### src/rtl/mem_bus_arbiter_if.sv
// Master-side requests and memory-controller side of the arbiter, bundled as one interface.
// The arbiter uses the slave modport; the environment (masters plus memory) uses master.
interface mem_bus_arbiter_if;
  logic [2:0]  reqI;
  logic [35:0] addrCPU;
  logic [35:0] addrUBA;
  logic [35:0] addrCON;
  logic [35:0] dataCPU;
  logic [35:0] dataUBA;
  logic [35:0] dataCON;
  logic [2:0]  ackO;
  logic [2:0]  nxmO;
  logic [35:0] rdataO;
  logic [2:0]  grantO;
  logic        busREQO;
  logic [35:0] busADDRO;
  logic [35:0] busDATAO;
  logic        busACKI;
  logic [35:0] busDATAI;

  modport slave (
    input  reqI, addrCPU, addrUBA, addrCON, dataCPU, dataUBA, dataCON, busACKI, busDATAI,
    output ackO, nxmO, rdataO, grantO, busREQO, busADDRO, busDATAO
  );

  modport master (
    output reqI, addrCPU, addrUBA, addrCON, dataCPU, dataUBA, dataCON, busACKI, busDATAI,
    input  ackO, nxmO, rdataO, grantO, busREQO, busADDRO, busDATAO
  );
endinterface

### src/rtl/mem_bus_arbiter.sv
// Fixed-priority memory bus arbiter (console > UBA > CPU) with non-existent-memory timeout.
// One bus cycle at a time: IDLE -> WAIT -> DONE (ack pulse) -> TURN -> IDLE.
module mem_bus_arbiter #(
  parameter int unsigned TIMEOUT  = 16,
  parameter logic [35:0] NXM_DATA = 36'o0
) (
  input logic              clkT,
  input logic              rst,
  mem_bus_arbiter_if.slave bus_io
);

  typedef enum logic [1:0] {StIdle, StWait, StDone, StTurn} state_e;

  localparam logic [7:0] TimeoutLast = 8'(TIMEOUT - 1);

  state_e      state_q, state_d;
  logic [2:0]  grant_q, grant_d;
  logic [35:0] addr_q, addr_d;
  logic [35:0] data_q, data_d;
  logic [35:0] rdata_q, rdata_d;
  logic [7:0]  cnt_q, cnt_d;
  logic        nxm_q, nxm_d;

  always_ff @(posedge clkT) begin
    if (rst) begin
      state_q <= StIdle;
      grant_q <= '0;
      addr_q  <= '0;
      data_q  <= '0;
      rdata_q <= '0;
      cnt_q   <= '0;
      nxm_q   <= 1'b0;
    end else begin
      state_q <= state_d;
      grant_q <= grant_d;
      addr_q  <= addr_d;
      data_q  <= data_d;
      rdata_q <= rdata_d;
      cnt_q   <= cnt_d;
      nxm_q   <= nxm_d;
    end
  end

  always_comb begin
    state_d = state_q;
    grant_d = grant_q;
    addr_d  = addr_q;
    data_d  = data_q;
    rdata_d = rdata_q;
    cnt_d   = cnt_q;
    nxm_d   = nxm_q;
    unique case (state_q)
      StIdle: begin
        if (bus_io.reqI != 3'b000) begin
          cnt_d   = '0;
          nxm_d   = 1'b0;
          state_d = StWait;
          if (bus_io.reqI[2]) begin
            grant_d = 3'b100;
            addr_d  = bus_io.addrCON;
            data_d  = bus_io.dataCON;
          end else if (bus_io.reqI[1]) begin
            grant_d = 3'b010;
            addr_d  = bus_io.addrUBA;
            data_d  = bus_io.dataUBA;
          end else begin
            grant_d = 3'b001;
            addr_d  = bus_io.addrCPU;
            data_d  = bus_io.dataCPU;
          end
        end
      end
      StWait: begin
        cnt_d = (cnt_q == 8'hFF) ? cnt_q : cnt_q + 8'd1;
        // An ack arriving on the last allowed cycle still beats the timeout.
        if (bus_io.busACKI) begin
          rdata_d = bus_io.busDATAI;
          nxm_d   = 1'b0;
          state_d = StDone;
        end else if (cnt_q >= TimeoutLast) begin
          rdata_d = NXM_DATA;
          nxm_d   = 1'b1;
          state_d = StDone;
        end
      end
      StDone: begin
        state_d = StTurn;
      end
      StTurn: begin
        // Requests are ignored here so a request still held from the done cycle is not re-granted.
        state_d = StIdle;
        grant_d = '0;
        addr_d  = '0;
        data_d  = '0;
        rdata_d = '0;
        cnt_d   = '0;
        nxm_d   = 1'b0;
      end
      default: state_d = StIdle;
    endcase
  end

  logic active;
  assign active = (state_q == StWait) || (state_q == StDone);

  assign bus_io.busREQO  = (state_q == StWait);
  assign bus_io.busADDRO = active ? addr_q : '0;
  assign bus_io.busDATAO = active ? data_q : '0;
  assign bus_io.ackO     = (state_q == StDone) ? grant_q : 3'b000;
  assign bus_io.nxmO     = ((state_q == StDone) && nxm_q) ? grant_q : 3'b000;
  assign bus_io.rdataO   = (state_q == StDone) ? rdata_q : '0;
  assign bus_io.grantO   = grant_q;

endmodule

### src/flat_wrapper.sv
// flat-port wrapper written by rule: the top's interface ports become plain ports
module mem_bus_arbiter_flat 
#(
  parameter int unsigned TIMEOUT  = 16,
  parameter logic [35:0] NXM_DATA = 36'o0
)
  (clkT, rst, bus_io_reqI, bus_io_addrCPU, bus_io_addrUBA, bus_io_addrCON, bus_io_dataCPU, bus_io_dataUBA, bus_io_dataCON, bus_io_busACKI, bus_io_busDATAI, bus_io_ackO, bus_io_nxmO, bus_io_rdataO, bus_io_grantO, bus_io_busREQO, bus_io_busADDRO, bus_io_busDATAO);
  mem_bus_arbiter_if bus_io_i ();
  input logic clkT;
  input logic rst;
  input wire logic [$bits(bus_io_i.reqI)-1:0] bus_io_reqI;
  input wire logic [$bits(bus_io_i.addrCPU)-1:0] bus_io_addrCPU;
  input wire logic [$bits(bus_io_i.addrUBA)-1:0] bus_io_addrUBA;
  input wire logic [$bits(bus_io_i.addrCON)-1:0] bus_io_addrCON;
  input wire logic [$bits(bus_io_i.dataCPU)-1:0] bus_io_dataCPU;
  input wire logic [$bits(bus_io_i.dataUBA)-1:0] bus_io_dataUBA;
  input wire logic [$bits(bus_io_i.dataCON)-1:0] bus_io_dataCON;
  input wire logic [$bits(bus_io_i.busACKI)-1:0] bus_io_busACKI;
  input wire logic [$bits(bus_io_i.busDATAI)-1:0] bus_io_busDATAI;
  output wire logic [$bits(bus_io_i.ackO)-1:0] bus_io_ackO;
  output wire logic [$bits(bus_io_i.nxmO)-1:0] bus_io_nxmO;
  output wire logic [$bits(bus_io_i.rdataO)-1:0] bus_io_rdataO;
  output wire logic [$bits(bus_io_i.grantO)-1:0] bus_io_grantO;
  output wire logic [$bits(bus_io_i.busREQO)-1:0] bus_io_busREQO;
  output wire logic [$bits(bus_io_i.busADDRO)-1:0] bus_io_busADDRO;
  output wire logic [$bits(bus_io_i.busDATAO)-1:0] bus_io_busDATAO;
  assign bus_io_i.reqI = bus_io_reqI;
  assign bus_io_i.addrCPU = bus_io_addrCPU;
  assign bus_io_i.addrUBA = bus_io_addrUBA;
  assign bus_io_i.addrCON = bus_io_addrCON;
  assign bus_io_i.dataCPU = bus_io_dataCPU;
  assign bus_io_i.dataUBA = bus_io_dataUBA;
  assign bus_io_i.dataCON = bus_io_dataCON;
  assign bus_io_i.busACKI = bus_io_busACKI;
  assign bus_io_i.busDATAI = bus_io_busDATAI;
  assign bus_io_ackO = bus_io_i.ackO;
  assign bus_io_nxmO = bus_io_i.nxmO;
  assign bus_io_rdataO = bus_io_i.rdataO;
  assign bus_io_grantO = bus_io_i.grantO;
  assign bus_io_busREQO = bus_io_i.busREQO;
  assign bus_io_busADDRO = bus_io_i.busADDRO;
  assign bus_io_busDATAO = bus_io_i.busDATAO;
  mem_bus_arbiter #(.TIMEOUT(TIMEOUT), .NXM_DATA(NXM_DATA)) u_core (.clkT(clkT), .rst(rst), .bus_io(bus_io_i));
endmodule
### config.mk
export PLATFORM = sky130hd
export DESIGN_NAME = mem_bus_arbiter_flat
export DESIGN_NICKNAME = d
export VERILOG_FILES = /design/src/rtl/mem_bus_arbiter_if.sv /design/src/rtl/mem_bus_arbiter.sv /design/src/flat_wrapper.sv
export SDC_FILE = /design/constraint.sdc
export NUM_CORES = 1
export LEC_CHECK = 0
export ABC_AREA = 0
export CORE_AREA = 4 4 144 146
export DETAILED_ROUTE_END_ITERATION = 10
export DIE_AREA = 0 0 148 150
export GPL_ROUTABILITY_DRIVEN = 1
export PLACE_DENSITY_LB_ADDON = 0.25
export SYNTH_ARGS = -nofsm -noshare
export SYNTH_HDL_FRONTEND = slang
export SYNTH_SLANG_ARGS = --single-unit
### constraint.sdc
create_clock -name clkT -period 4.38 [get_ports clkT]
set_clock_uncertainty 0.1 [all_clocks]
set_input_delay 1.314 -clock clkT [delete_from_list [all_inputs] [get_ports clkT]]
set_output_delay 1.314 -clock clkT [all_outputs]
set_load 0.05 [all_outputs]
==> results.yml <==
synthesis:
  muxShareOfSynthArea: 0.1080
  yosysWarnings: 0
  yosysUniqueCellTypes: 39
  syn_nets: 1125
  avgSynthCellArea_um2: 7.857
  synth_area_um2: 6765
  ys_seq_area_frac: 0.3610
  synth-xor-area-share: 0
  syn_inst: 861
  synth_compound_area_frac: 0.1866
  synth_top_family_by_area: "simple AND/OR/NAND/NOR gates"
  synth_fa_ha_area_frac: 0.01110
  synthArstFlopShare: 0
  ys_ff_latch: 122
  synth-edff-count: 0
  synthSimpleGateAreaFrac: 0.2813
  synth_flop_cell: "dfxtp_1"
global_routing:
  busiest_layer: "met2"
  antenna_found_initial: 1
  met2_usage: 0.3784
  track_usage: 0.2169
  grt_max_degree: 96
  grt_use_met1: 0.2424
  grt_pass1_wl_um: 37800
  grt_pass1_vias: 7025
  met3_usage: 0.09207
  grt-ovfl-total: 0
min_path:
  hp-start: "u_core.rdata_q[15]"
  min_path_type: "reg2reg"
critical_path:
  cpMaxStageDelayCell: "clkdlybuf4s50_1"
  rr_startpoint: "u_core.state_q[0]"
  path_cells: "inv_1, ha_2, buf_4, and2_1, clkdlybuf4s50_1"
  critPathMaxStageDelay_ps: 840
  worstPathArrival_ps: 2670
  end_kind: "output pin"
  critical_path_required_ps: 2970
  cp_max_fo: 49
  crit_start: "u_core.state_q[1]"
  path_class: "reg2out"
  cp-start-kind: "flip-flop"
clocking:
  cts_max_level: 4
  cts_tree: "built"
  clock-sinks: 122
  clk_latency_ps: 420
  ctsRootBufferMaster: "clkbuf_16"
  path_clk_slew_ps: 50
  postCtsSetupBuffers: 0
  post_cts_resized: 1
  cts_hold_buffers: 0
  clk_path_buf_depth: 2
  numCtsBuffers: 17
cells_and_area:
  drive_gt1_frac: 0.04246
  fill_cells: 1789
  nets: 1454
  regArea_um2: 2442
  layout_commonest_cell: "clkdlybuf4s50_1"
  syn2layout_area_growth_pct: 66.39
  final_cells: 1467
  final_cell_mix: "372 x clkdlybuf4s50_1, 122 x dfxtp_1, 112 x o21ai_0"
  multi_input_area_um2: 4011
  final_cell_area_um2: 11260
die:
  core_area_um2: 19400
  ios: 376
  num_rows: 51
  start_util: 0.3487
  chipWidth_um: 148
  die_h_um: 150
  dieArea_um2: 22200
flow_run:
  cap_violations: 0
timing:
  fin_crit_sh: 0.9329
  hold_violations: 0
  drv_slew: 0
  tightest_slew_ps: 880.6
  max-slew-margin-rel: 0.4114
  fmax_ghz: 0.2447
  setup_viol: 0
  fin_crit_ps: 4086
  rsz0062_at_grt: "no"
  setup_tns_ps: 0
routing:
  post_drt_wl_per_cell_um: 17.46
  drt_iter0_drc: 502
  first_pass_iters: 5
  vias_per_cell: 4.888
  postRouteAntennaNets: 0
  vias: 7171
  drc: 0
  routed_wirelength_um: 25620
outcome:
  status: "completed"
placement:
  placed_cell_area_um2: 10650
  place.gp.congestion: 0.8072
  place_hpwl_um: 19220
  dp_cells: 1436
  io_buffers: 375
power:
  ir_drop_mv: 0.2567
  p_per_area_nw_per_um2: 510.1
  p_leak_nw: 4.402
-- power breakdown --
| group | internal (mW) | switching, mW | leakage (nW) |
|---|---|---|---|
| Combinational | 0.995 | 1.78 | 3.11 |
| Clock | 0.955 | 0.486 | 0.293 |
| Sequential | 1.38 | 0.148 | 0.999 |
| Total | 3.33 | 2.42 | 4.40 |
-- routing by layer --
metal | part of all wire | wire [um] | vias to the layer above
met5 | 0 | 0 | -
met4 | 0.013 | 336 | 0
met3 | 0.098 | 2516 | 26
met2 | 0.50 | 12880 | 276
met1 | 0.39 | 9892 | 3246
li1 | - | - | 3623
-- through the flow --
stage	util	power, mW	setup WS [ps]	hold slack, ps
after global routing	0.5803	6.091	139.5	391.0
after floorplan	-	3.332	1370	344.6
final	0.5803	5.742	293.7	370.0
after global placement	0.5492	4.303	578.6	354.8
after CTS	0.5802	5.798	241.4	372.0
after detailed placement	0.5492	4.331	449.7	362.3
-- Yosys cell counts, drive strengths merged, types with 6 or more instances --
library cell | instances | area (um^2)
a21oi | 9 | 45.04
a22oi | 72 | 540.5
and2 | 111 | 694.4
buf | 28 | 148.9
clkbuf | 50 | 187.7
dfxtp | 122 | 2442
ha | 6 | 75.07
mux2i | 73 | 730.7
nand2 | 79 | 296.5
nand2b | 39 | 244.0
nand3 | 39 | 195.2
nor2 | 81 | 304.0
o21ai | 112 | 560.5
-- flip-flops by register name (all words and copies together) (netlist names) --
register	cells
u_core.nxm_q	1
u_core.cnt_q	8
u_core.data_q	36
u_core.rdata_q	36
u_core.bus_io.grantO	3
u_core.addr_q	36
u_core.state_q	2
-- kinds of logic (layout without fill, tap and decap cells) --
| family | Yosys count | after routing |
|---|---|---|
| muxes | 73 | 73 |
| buffers and inverters | 82 | 422 |
| adders and majority gates | 6 | 6 |
| DFF | 122 | 122 |
| AOI/OAI and AO/OA | 208 | 208 |
| and+or+nand+nor | 370 | 370 |
| other | 0 | 1 |
-- worst max-delay path, delay by kind of cell (launching register included) --
kind / cells / cell delay [ps]
buffers and inverters: 3 / 1300
and+or+nand+nor: 1 / 200
adders and majority gates: 1 / 340
DFF: 1 / 380
-- path summary, 6_finish.rpt --
kind | slack [ps] | cells after the start | end
setup / recovery | 290 | 5 | bus_io_busADDRO[18]
hold / removal | 370 | 2 | u_core.rdata_q[15]
setup reg to reg | 1840 | 7 | u_core.addr_q[34]
hold reg to reg | 370 | 2 | u_core.rdata_q[15]
-- cell type report --
| type | instances | area share |
|---|---|---|
| flip-flops and latches | 122 | 0.2170 |
| inverters | 4 | 0.001334 |
| multi-input cells | 657 | 0.3563 |
| clock buffers | 21 | 0.04001 |
| repair buffers | 388 | 0.3426 |
| clock inverters | 9 | 0.01312 |
| well taps | 265 | 0.02945 |
| diodes | 1 | 0.0002223 |
No activity file was read; power rests on OpenSTA's default activity.
